`src/rtl/run_ctrl_if.sv`:
```
// run_ctrl_if: groups the run-control, configuration, core-feedback and
// status/statistics signals of run_ctrl into one bundle.
//   master : drives start/abort/prog_sel, cfg_we/cfg_idx/cfg_addr and the
//            core feedback halt_in/taken_in; observes status and counters.
//   slave  : the controller side (run_ctrl).
interface run_ctrl_if #(
  parameter int NUM_PROGS = 4,
  parameter int ADDR_W    = 9,
  parameter int CNT_W     = 16
) ();
  localparam int SEL_W = $clog2(NUM_PROGS);

  logic              start;
  logic              abort;
  logic [SEL_W-1:0]  prog_sel;
  logic              cfg_we;
  logic [SEL_W-1:0]  cfg_idx;
  logic [ADDR_W-1:0] cfg_addr;
  logic              halt_in;
  logic              taken_in;
  logic              core_start;
  logic [ADDR_W-1:0] start_addr;
  logic              run;
  logic              done;
  logic              timeout;
  logic              bad_sel;
  logic [CNT_W-1:0]  instr_count;
  logic [CNT_W-1:0]  cycle_count;
  logic [CNT_W-1:0]  branch_count;

  modport master (
    output start, abort, prog_sel, cfg_we, cfg_idx, cfg_addr, halt_in, taken_in,
    input  core_start, start_addr, run, done, timeout, bad_sel,
           instr_count, cycle_count, branch_count
  );

  modport slave (
    input  start, abort, prog_sel, cfg_we, cfg_idx, cfg_addr, halt_in, taken_in,
    output core_start, start_addr, run, done, timeout, bad_sel,
           instr_count, cycle_count, branch_count
  );
endinterface

```
`src/rtl/run_ctrl.sv`:
```
// run_ctrl: program run controller for a small core.
// Selects one of NUM_PROGS entry addresses from a writable table, holds the
// core in a one-cycle LOAD (core_start) and then supervises the RUN phase
// until halt (DONE), watchdog expiry (FAULT) or abort (IDLE), collecting
// saturating instruction/cycle/branch statistics.
// Ports:
//   clk   : single clock, rising edge
//   reset : synchronous, active-high
//   bus   : run_ctrl_if.slave (control, configuration, status, counters)
module run_ctrl #(
  parameter int NUM_PROGS   = 4,
  parameter int ADDR_W      = 9,
  parameter int CNT_W       = 16,
  parameter int TIMEOUT_CYC = 4096
) (
  input  logic       clk,
  input  logic       reset,
  run_ctrl_if.slave  bus
);
  localparam int SEL_W = $clog2(NUM_PROGS);
  localparam int TMR_W = $clog2(TIMEOUT_CYC);
  localparam logic [TMR_W-1:0] TMR_LAST = TMR_W'(TIMEOUT_CYC - 1);
  localparam logic [CNT_W-1:0] CNT_MAX  = {CNT_W{1'b1}};
  localparam logic [SEL_W:0]   SEL_LIM  = (SEL_W+1)'(NUM_PROGS);

  typedef enum logic [2:0] {
    S_IDLE  = 3'd0,
    S_LOAD  = 3'd1,
    S_RUN   = 3'd2,
    S_DONE  = 3'd3,
    S_FAULT = 3'd4
  } state_t;

  state_t            r_state;
  logic              r_core_start;
  logic              r_run;
  logic              r_done;
  logic              r_timeout;
  logic              r_bad_sel;
  logic [ADDR_W-1:0] r_start_addr;
  logic [CNT_W-1:0]  r_instr_cnt;
  logic [CNT_W-1:0]  r_cycle_cnt;
  logic [CNT_W-1:0]  r_branch_cnt;
  // Watchdog runs on its own timer so a narrow, saturated cycle counter
  // can never mask the timeout.
  logic [TMR_W-1:0]  r_tmr;
  logic [ADDR_W-1:0] r_tbl [NUM_PROGS];

  logic              w_sel_ok;
  logic [ADDR_W-1:0] w_sel_addr;

  // Saturating increment used by all statistics counters.
  function automatic logic [CNT_W-1:0] sat_inc(input logic [CNT_W-1:0] v,
                                               input logic en);
    if (en && (v != CNT_MAX)) begin
      sat_inc = v + CNT_W'(1);
    end else begin
      sat_inc = v;
    end
  endfunction

  // Program-select decode: range check and table read (old entry, so a
  // same-cycle table write cannot affect the start being accepted).
  always_comb begin
    w_sel_ok   = ({1'b0, bus.prog_sel} < SEL_LIM);
    w_sel_addr = {ADDR_W{1'b0}};
    for (int i = 0; i < NUM_PROGS; i++) begin
      if (bus.prog_sel == SEL_W'(i)) begin
        w_sel_addr = r_tbl[i];
      end else begin
        w_sel_addr = w_sel_addr;
      end
    end
  end

  // Controller FSM with registered status outputs, counters and entry table.
  always_ff @(posedge clk) begin
    if (reset) begin
      r_state      <= S_IDLE;
      r_core_start <= 1'b0;
      r_run        <= 1'b0;
      r_done       <= 1'b0;
      r_timeout    <= 1'b0;
      r_bad_sel    <= 1'b0;
      r_start_addr <= {ADDR_W{1'b0}};
      r_instr_cnt  <= {CNT_W{1'b0}};
      r_cycle_cnt  <= {CNT_W{1'b0}};
      r_branch_cnt <= {CNT_W{1'b0}};
      r_tmr        <= {TMR_W{1'b0}};
      for (int i = 0; i < NUM_PROGS; i++) begin
        r_tbl[i] <= {ADDR_W{1'b0}};
      end
    end else begin
      r_bad_sel <= 1'b0;
      case (r_state)
        S_IDLE, S_DONE, S_FAULT: begin
          if (bus.start && w_sel_ok) begin
            r_state      <= S_LOAD;
            r_core_start <= 1'b1;
            r_done       <= 1'b0;
            r_timeout    <= 1'b0;
            r_start_addr <= w_sel_addr;
            r_instr_cnt  <= {CNT_W{1'b0}};
            r_cycle_cnt  <= {CNT_W{1'b0}};
            r_branch_cnt <= {CNT_W{1'b0}};
            r_tmr        <= {TMR_W{1'b0}};
          end else if (bus.start) begin
            r_bad_sel <= 1'b1;
          end
          for (int i = 0; i < NUM_PROGS; i++) begin
            if (bus.cfg_we && (bus.cfg_idx == SEL_W'(i))) begin
              r_tbl[i] <= bus.cfg_addr;
            end
          end
        end
        S_LOAD: begin
          r_core_start <= 1'b0;
          if (bus.abort) begin
            r_state <= S_IDLE;
          end else begin
            r_state <= S_RUN;
            r_run   <= 1'b1;
          end
        end
        S_RUN: begin
          if (bus.abort) begin
            r_state <= S_IDLE;
            r_run   <= 1'b0;
          end else begin
            r_instr_cnt  <= sat_inc(r_instr_cnt, 1'b1);
            r_cycle_cnt  <= sat_inc(r_cycle_cnt, 1'b1);
            r_branch_cnt <= sat_inc(r_branch_cnt, bus.taken_in);
            // Halt has priority over a simultaneous watchdog expiry.
            if (bus.halt_in) begin
              r_state <= S_DONE;
              r_run   <= 1'b0;
              r_done  <= 1'b1;
            end else if (r_tmr == TMR_LAST) begin
              r_state   <= S_FAULT;
              r_run     <= 1'b0;
              r_timeout <= 1'b1;
            end else begin
              r_tmr <= r_tmr + TMR_W'(1);
            end
          end
        end
        default: begin
          r_state      <= S_IDLE;
          r_core_start <= 1'b0;
          r_run        <= 1'b0;
          r_done       <= 1'b0;
          r_timeout    <= 1'b0;
        end
      endcase
    end
  end

  assign bus.core_start   = r_core_start;
  assign bus.start_addr   = r_start_addr;
  assign bus.run          = r_run;
  assign bus.done         = r_done;
  assign bus.timeout      = r_timeout;
  assign bus.bad_sel      = r_bad_sel;
  assign bus.instr_count  = r_instr_cnt;
  assign bus.cycle_count  = r_cycle_cnt;
  assign bus.branch_count = r_branch_cnt;
endmodule
```
`src/flat_wrapper.sv`:
```
// flat-port wrapper written by rule: the top's interface ports become plain ports
module run_ctrl_flat 
#(
  parameter int NUM_PROGS   = 4,
  parameter int ADDR_W      = 9,
  parameter int CNT_W       = 16,
  parameter int TIMEOUT_CYC = 4096
)
  (clk, reset, bus_start, bus_abort, bus_prog_sel, bus_cfg_we, bus_cfg_idx, bus_cfg_addr, bus_halt_in, bus_taken_in, bus_core_start, bus_start_addr, bus_run, bus_done, bus_timeout, bus_bad_sel, bus_instr_count, bus_cycle_count, bus_branch_count);
  run_ctrl_if #(.NUM_PROGS(NUM_PROGS), .ADDR_W(ADDR_W), .CNT_W(CNT_W)) bus_i ();
  input  logic clk;
  input  logic reset;
  input wire logic [$bits(bus_i.start)-1:0] bus_start;
  input wire logic [$bits(bus_i.abort)-1:0] bus_abort;
  input wire logic [$bits(bus_i.prog_sel)-1:0] bus_prog_sel;
  input wire logic [$bits(bus_i.cfg_we)-1:0] bus_cfg_we;
  input wire logic [$bits(bus_i.cfg_idx)-1:0] bus_cfg_idx;
  input wire logic [$bits(bus_i.cfg_addr)-1:0] bus_cfg_addr;
  input wire logic [$bits(bus_i.halt_in)-1:0] bus_halt_in;
  input wire logic [$bits(bus_i.taken_in)-1:0] bus_taken_in;
  output wire logic [$bits(bus_i.core_start)-1:0] bus_core_start;
  output wire logic [$bits(bus_i.start_addr)-1:0] bus_start_addr;
  output wire logic [$bits(bus_i.run)-1:0] bus_run;
  output wire logic [$bits(bus_i.done)-1:0] bus_done;
  output wire logic [$bits(bus_i.timeout)-1:0] bus_timeout;
  output wire logic [$bits(bus_i.bad_sel)-1:0] bus_bad_sel;
  output wire logic [$bits(bus_i.instr_count)-1:0] bus_instr_count;
  output wire logic [$bits(bus_i.cycle_count)-1:0] bus_cycle_count;
  output wire logic [$bits(bus_i.branch_count)-1:0] bus_branch_count;
  assign bus_i.start = bus_start;
  assign bus_i.abort = bus_abort;
  assign bus_i.prog_sel = bus_prog_sel;
  assign bus_i.cfg_we = bus_cfg_we;
  assign bus_i.cfg_idx = bus_cfg_idx;
  assign bus_i.cfg_addr = bus_cfg_addr;
  assign bus_i.halt_in = bus_halt_in;
  assign bus_i.taken_in = bus_taken_in;
  assign bus_core_start = bus_i.core_start;
  assign bus_start_addr = bus_i.start_addr;
  assign bus_run = bus_i.run;
  assign bus_done = bus_i.done;
  assign bus_timeout = bus_i.timeout;
  assign bus_bad_sel = bus_i.bad_sel;
  assign bus_instr_count = bus_i.instr_count;
  assign bus_cycle_count = bus_i.cycle_count;
  assign bus_branch_count = bus_i.branch_count;
  run_ctrl #(.NUM_PROGS(NUM_PROGS), .ADDR_W(ADDR_W), .CNT_W(CNT_W), .TIMEOUT_CYC(TIMEOUT_CYC)) u_core (.clk(clk), .reset(reset), .bus(bus_i));
endmodule
```
`config.mk`:
```
export PLATFORM = sky130hd
export DESIGN_NAME = run_ctrl_flat
export DESIGN_NICKNAME = d
export VERILOG_FILES = /design/src/rtl/run_ctrl_if.sv /design/src/rtl/run_ctrl.sv /design/src/flat_wrapper.sv
export SDC_FILE = /design/constraint.sdc
export NUM_CORES = 1
export LEC_CHECK = 0
export BUFFER_PORTS_ARGS = -buffer_cell sky130_fd_sc_hd__buf_2
export CAP_MARGIN = 15
export CORE_UTILIZATION = 45
export DETAILED_ROUTE_END_ITERATION = 8
export GPL_ROUTABILITY_DRIVEN = 1
export PLACE_DENSITY = 0.63
export SYNTH_ARGS = -nofsm -noshare
export SYNTH_HDL_FRONTEND = slang
export SYNTH_SLANG_ARGS = --single-unit
```
`constraint.sdc`:
```
create_clock -name clk -period 3.2 [get_ports clk]
set_input_delay 0 -clock clk [delete_from_list [all_inputs] [get_ports clk]]
set_output_delay 0 -clock clk [all_outputs]
set_load 0.02 [all_outputs]
```
After elaboration in Yosys (flattened, before gate mapping)

Memory sizes are Yosys's and may differ from the RTL's.
Cells that the tools add are included.

Input port bits: 20
Register bits: 76
Output and inout port bits: 62
Word-level logic and storage cells: 129
RAM bits: 36
Memories kept: 1

Memory list:

| name         | depth | bits a word | read ports | clocked after memory_dff | write ports | line           | source |
|---|---|---|---|---|---|---|---|
| u_core.r_tbl | 4     | 9           | 4          | 0                        | 4           | run_ctrl.sv:47 | `logic [ADDR_W-1:0] r_tbl [NUM_PROGS];` |

Mux-type cells: 62
Equality and inequality tests: 25
Add/subtract/negate cells: 4
Bitwise operators: 7
Reductions and logical operators: 20

Operators with widths:

| cell                                                | count |
|---|---|
| two-way mux 16 bit                                  | 7 |
| case mux 16 bit (2 select lines)                    | 3 |
| two-way mux 9 bit                                   | 8 |
| adder 16 x 1 -> 16 bit, second input constant       | 3 |
| two-way mux 12 bit                                  | 4 |
| != test 16 bit, second input constant               | 3 |
| two-way mux 1 bit                                   | 29 |
| case mux 12 bit (2 select lines)                    | 1 |
| AND reduction 4 bit                                 | 4 |
| adder 12 x 1 -> 12 bit, second input constant       | 1 |
| equality test 12 bit, second input constant         | 1 |
| two-way mux 3 bit                                   | 4 |
| != test 2 bit, second input constant                | 6 |
| AND reduction 5 bit                                 | 2 |
| case mux 1 bit (3 select lines)                     | 3 |
| case mux 3 bit (3 select lines)                     | 1 |
| equality test 2 bit, second input constant          | 4 |
| != test 2 x 1 -> 1 bit, second input constant       | 4 |
| equality test 3 x 2 -> 1 bit, second input constant | 2 |
| AND reduction 2 bit                                 | 3 |
| logical AND 1 bit                                   | 5 |
| equality test 2 x 1 -> 1 bit, second input constant | 2 |
| zero test 2 bit                                     | 2 |
| != test 4 x 3 -> 1 bit, second input constant       | 1 |
| other kinds (10)                                    | 15 |

Logic depth before layout (Yosys ltp)

Depth in word-level cells: 7
Gate-level depth with buffers: 8
Mapped depth without buffers: 6

Worst setup path before layout

No wires, ideal clock.

Path type: flip-flop to flip-flop
Start point: register u_core.r_state[1]
End point: memory u_core.r_tbl[0][0] (enable)
Required time: 2.810 ns
Cell stages (with the launch flop): 6
Arrival time: 1.830 ns
Setup time: 0.390 ns
Setup slack: 0.979 ns
Period minus slack after synthesis: 2.221 ns
Path buffers: 1
Path through: dfxtp_1 -> buf_2 -> or2_2 -> nand2_2 -> nand2_1 -> o31ai_1

RTL lines:

| item                   | line            | source |
|---|---|---|
| start, declared        | run_ctrl.sv:34  | `state_t r_state;` |
| start signal, assigned | run_ctrl.sv:79  | `r_state <= S_IDLE;` |
| start signal, assigned | run_ctrl.sv:98  | `r_state <= S_LOAD;` |
| start signal, assigned | run_ctrl.sv:119 | `r_state <= S_IDLE;` |
| end, declared          | run_ctrl.sv:47  |  |

Worst setup path in the final report

Start point: register u_core.r_state[0]
End point: register u_core.r_branch_cnt[11] (netlist: u_core.bus.branch_count[11])

Word-level cells in the longest chain between the ends: 4
Elaborated cells on any way between the ends: 11
Those cells by class: eq/ne (6); mux (1); reduce/logical (4)

RTL lines:

| item                                                                 | line            | source |
|---|---|---|
| equality test 3 x 2 -> 1 bit (tied with other cells)                 | run_ctrl.sv:95  | `case (r_state)` |
| OR reduction 3 bit                                                   | run_ctrl.sv:95  |  |
| != test 2 bit (no source line) or nonzero test 2 bit (tied branches) | --              |  |
| AND reduction 4 bit (no source line)                                 | --              |  |
| end signal, assigned                                                 | run_ctrl.sv:88  | `r_branch_cnt <= {CNT_W{1'b0}};` |
| end signal, assigned                                                 | run_ctrl.sv:105 | `r_branch_cnt <= {CNT_W{1'b0}};` |
| end signal, assigned                                                 | run_ctrl.sv:132 | `r_branch_cnt <= sat_inc(r_branch_cnt, bus.taken_in);` |
| end, declared                                                        | run_ctrl.sv:43  | `logic [CNT_W-1:0] r_branch_cnt;` |

Several ways; a longest one is shown, not always the timed one.
A chain may end at the register's enable or synchronous reset.

==> impl_metrics.tcl <==
set metrics [dict create \
    maxClockFrequency_ghz 0.4206 \
    clockRootBuffer "clkbuf_16" \
    critPathCaptureType "flip-flop" \
    row_count 40 \
    synthArstFlopShare_pct 0 \
    rsz0062_at_grt "false" \
    start_util_pct 46.99 \
    routed_wirelength_mm 14.69 \
    switching_share_pct 25.91 \
    clk_transition_reported_paths_ps 80 \
    fin_nets 726 \
    crit_type "flip-flop to flip-flop" \
    synth_seq_cells 112 \
    power_switching_mw 0.7822 \
    p_comb_share_pct 10.7 \
    synthXorXnorAreaFrac_pct 0.1520 \
    ys_warn_count 0 \
    min_period_over_period_pct 74.30 \
    met1_usage_pct 32.20 \
    grt_pass1_wl_mm 23.79 \
    hold_buffers 11 \
    synthFlopType "dfxtp_1" \
    cp_cell_sequence "or4b_1, nor2_8, nand2_4, or4_1, o311ai_1" \
    cts_resized 0 \
    synth_edf_count 36 \
    drtIter0Drc 446 \
    placed_cell_area_um2 6302 \
    cts_buffer_depth 2 \
    grt_max_degree 36 \
    met2_usage_pct 36.79 \
    htreeDepth 3 \
    use_met3_pct 4.059 \
    p_total_mw 3.018 \
    grt_pass1_vias 4684 \
    cts_tree "done" \
    place_hpwl_mm 10.34 \
    cellPowerDensity_nw_per_um2 448.9 \
    tightest_slew_ps 865.3 \
    globalplace.congestion 0.8583 \
    grt_usage_pct 23.14 \
    synth.area.mux_share_pct 4.408 \
    io_buffers 80 \
    multi_input_area_um2 2947 \
    vias 5184 \
    final_cells 875 \
    drive_gt1_share_pct 20.51 \
    crit_arrival_ps 2650 \
    drc 0 \
    tns_ps 0 \
    critPathMaxFanout 16 \
    die_area_um2 13260 \
    die_width_um 115.2 \
    final_cell_area_um2 6724 \
    p_int_mw 2.236 \
    slowest_stage "or4b_1" \
    synth_compound_area_share_pct 19.41 \
    netlist_instances 622 \
    min_path_type "input pin to flip-flop" \
    diodes 0 \
    drv_slew 0 \
    avgViaCountPerCell 5.925 \
    ff_latch_area_um2 2603 \
    finalClockSkew_ps 10.23 \
    place_inst 847 \
    setup_viol 0 \
    period_needed_ps 2377 \
    finalHoldViolCount 0 \
    synth_top_family_by_area "simple AND/OR/NAND/NOR gates" \
    seqPwrFrac_pct 51.1 \
    overflow 0 \
    netlist_area_um2 5762 \
    final_util_pct 54.84 \
    grt.busiest_layer "met2" \
    cts_sinks 112 \
    synth_simple_gate_area_share_pct 26.15 \
    synth_fp_nets 646 \
    antenna_found_initial 0 \
    io_pins 82 \
    coreArea_um2 12260 \
    syn-mean-instance-area_um2 9.263 \
    synth_cell_types 76 \
    cts_buffers 9 \
    slew_headroom_pct 42.13 \
    synth_seq_area_share_pct 45.17 \
    drtPass1Iterations 5 \
    synthAdderAreaFrac_pct 0.8686 \
    start_kind "flip-flop" \
    final_antenna_net_count 0 \
    cts_setup_buffers 0 \
    critPathMaxStageDelay_ps 930 \
    peakVddDrop_uv 348.0 \
    required_ps 3470 \
    cap_viol_max_count 0 \
    p_clk_share_pct 38.2 \
    insertion_delay_ps 360 \
    die_y_um 115.2 \
    syn_to_final_growth_pct 16.70 \
    leakagePower_nw 2.610 \
    wl_per_cell_um 16.79 \
    status "finished clean" \
    fill_cells 1120 \
]
## stage by stage
| step | worst slack (ps) | hold WS (ps) |
|---|---|---|
| floorplan | 979.5 | 140.7 |
| global placement | 897.8 | 311.1 |
| detailed placement | 833.8 | 317.7 |
| CTS | 826.4 | 85.48 |
| global route | 727.0 | 130.1 |
| finish | 822.5 | 108.5 |
## worst paths after layout
check / from / endpoint / slack [ps] / depth (start not counted)
max: u_core.r_state[0] / u_core.bus.branch_count[11] / 820 / 5
min: bus_start / u_core.bus.timeout / 110 / 3
max reg2reg: u_core.r_state[0] / u_core.bus.branch_count[11] / 820 / 5
min reg2reg: u_core.bus.timeout / u_core.bus.timeout / 460 / 2
## critical path: cells and delay by family (launching register included)
family	cells	cell delay, ps
AO/OA/AOI/OAI	1	90
AND/OR/NAND/NOR	4	1730
flip-flops	1	460
## power groups by stage
stage | combinational, mW | sequential [mW] | clock (mW)
2_1_floorplan | 0.196 | 1.58 | 0
3_3_place_gp | 0.309 | 1.57 | 0
3_5_place_dp | 0.313 | 1.57 | 0
4_1_cts | 0.325 | 1.54 | 1.17
5_1_grt | 0.352 | 1.55 | 1.23
6_report | 0.324 | 1.54 | 1.15
## per-layer routing
layer	vias up	part of all wire (%)
met3	11	5.4
li1	2513	-
met2	157	47
met1	2503	46
met5	-	0
met4	0	0.95
## state kept, by name, indices dropped and copies added, names as in the netlist
name                     cells
u_core.bus.instr_count      16
u_core.bus.start_addr        9
u_core.r_tbl                36
u_core.bus.branch_count     16
u_core.bus.run               1
u_core.bus.done              1
u_core.bus.timeout           1
u_core.r_state               3
u_core.r_tmr                12
u_core.bus.core_start        1
u_core.bus.cycle_count      16
## layout make-up
type | instances | area share, %
multi-input combinational | 463 | 43.82
sequential | 112 | 38.70
timing repair buffer | 106 | 9.341
clock buffer | 10 | 3.405
tap | 168 | 3.126
clock inverter | 6 | 1.042
inverter | 10 | 0.5582
## kinds of logic after synthesis
| family | after synthesis |
|---|---|
| adders and majority gates | 4 |
| DFF | 112 |
| and+or+nand+nor | 272 |
| other | 1 |
| muxes | 14 |
| buffers and inverters | 47 |
| AOI/OAI and AO/OA | 171 |
| xor gates and xnor gates | 1 |
## synthesized netlist by cell type, drive strengths merged, types with 10 or more instances
| library cell | number | area [um^2] |
|---|---|---|
| o31ai | 11 | 82.58 |
| buf | 17 | 103.9 |
| nand4 | 17 | 118.9 |
| edfxtp | 36 | 1081 |
| a311oi | 13 | 113.9 |
| inv | 10 | 37.54 |
| a21oi | 55 | 275.3 |
| nand2 | 71 | 279.0 |
| and2 | 42 | 262.8 |
| and3 | 16 | 100.1 |
| a31oi | 17 | 106.4 |
| clkbuf | 20 | 76.32 |
| nand3 | 21 | 105.1 |
| nor2 | 37 | 181.4 |
| nor3 | 21 | 110.1 |
| o21ai | 35 | 175.2 |
| dfxtp | 76 | 1521 |
## cell usage in the layout (no fill, tap or decap), drive strengths merged, types with 4 or more instances in the layout
| cell | synthesis | layout |
|---|---|---|
| o211ai | 4 | 4 |
| ha | 4 | 4 |
| dlygate4sd3 | 0 | 11 |
| nor3 | 21 | 21 |
| buf | 17 | 94 |
| or2 | 4 | 4 |
| nor2 | 37 | 37 |
| nand2 | 71 | 71 |
| nand2b | 9 | 9 |
| dfxtp | 76 | 76 |
| nand4 | 17 | 17 |
| clkbuf | 20 | 10 |
| mux4 | 9 | 9 |
| a31oi | 17 | 17 |
| edfxtp | 36 | 36 |
| a41oi | 6 | 6 |
| mux2i | 4 | 4 |
| and3 | 16 | 16 |
| o31ai | 11 | 11 |
| inv | 10 | 11 |
| and2 | 42 | 42 |
| nor2b | 4 | 4 |
| a311oi | 13 | 13 |
| nand3 | 21 | 21 |
| o21ai | 35 | 35 |
| a21oi | 55 | 55 |
| nor4 | 9 | 9 |
| or4 | 6 | 6 |
No activity file was read; power rests on OpenSTA's default activity.
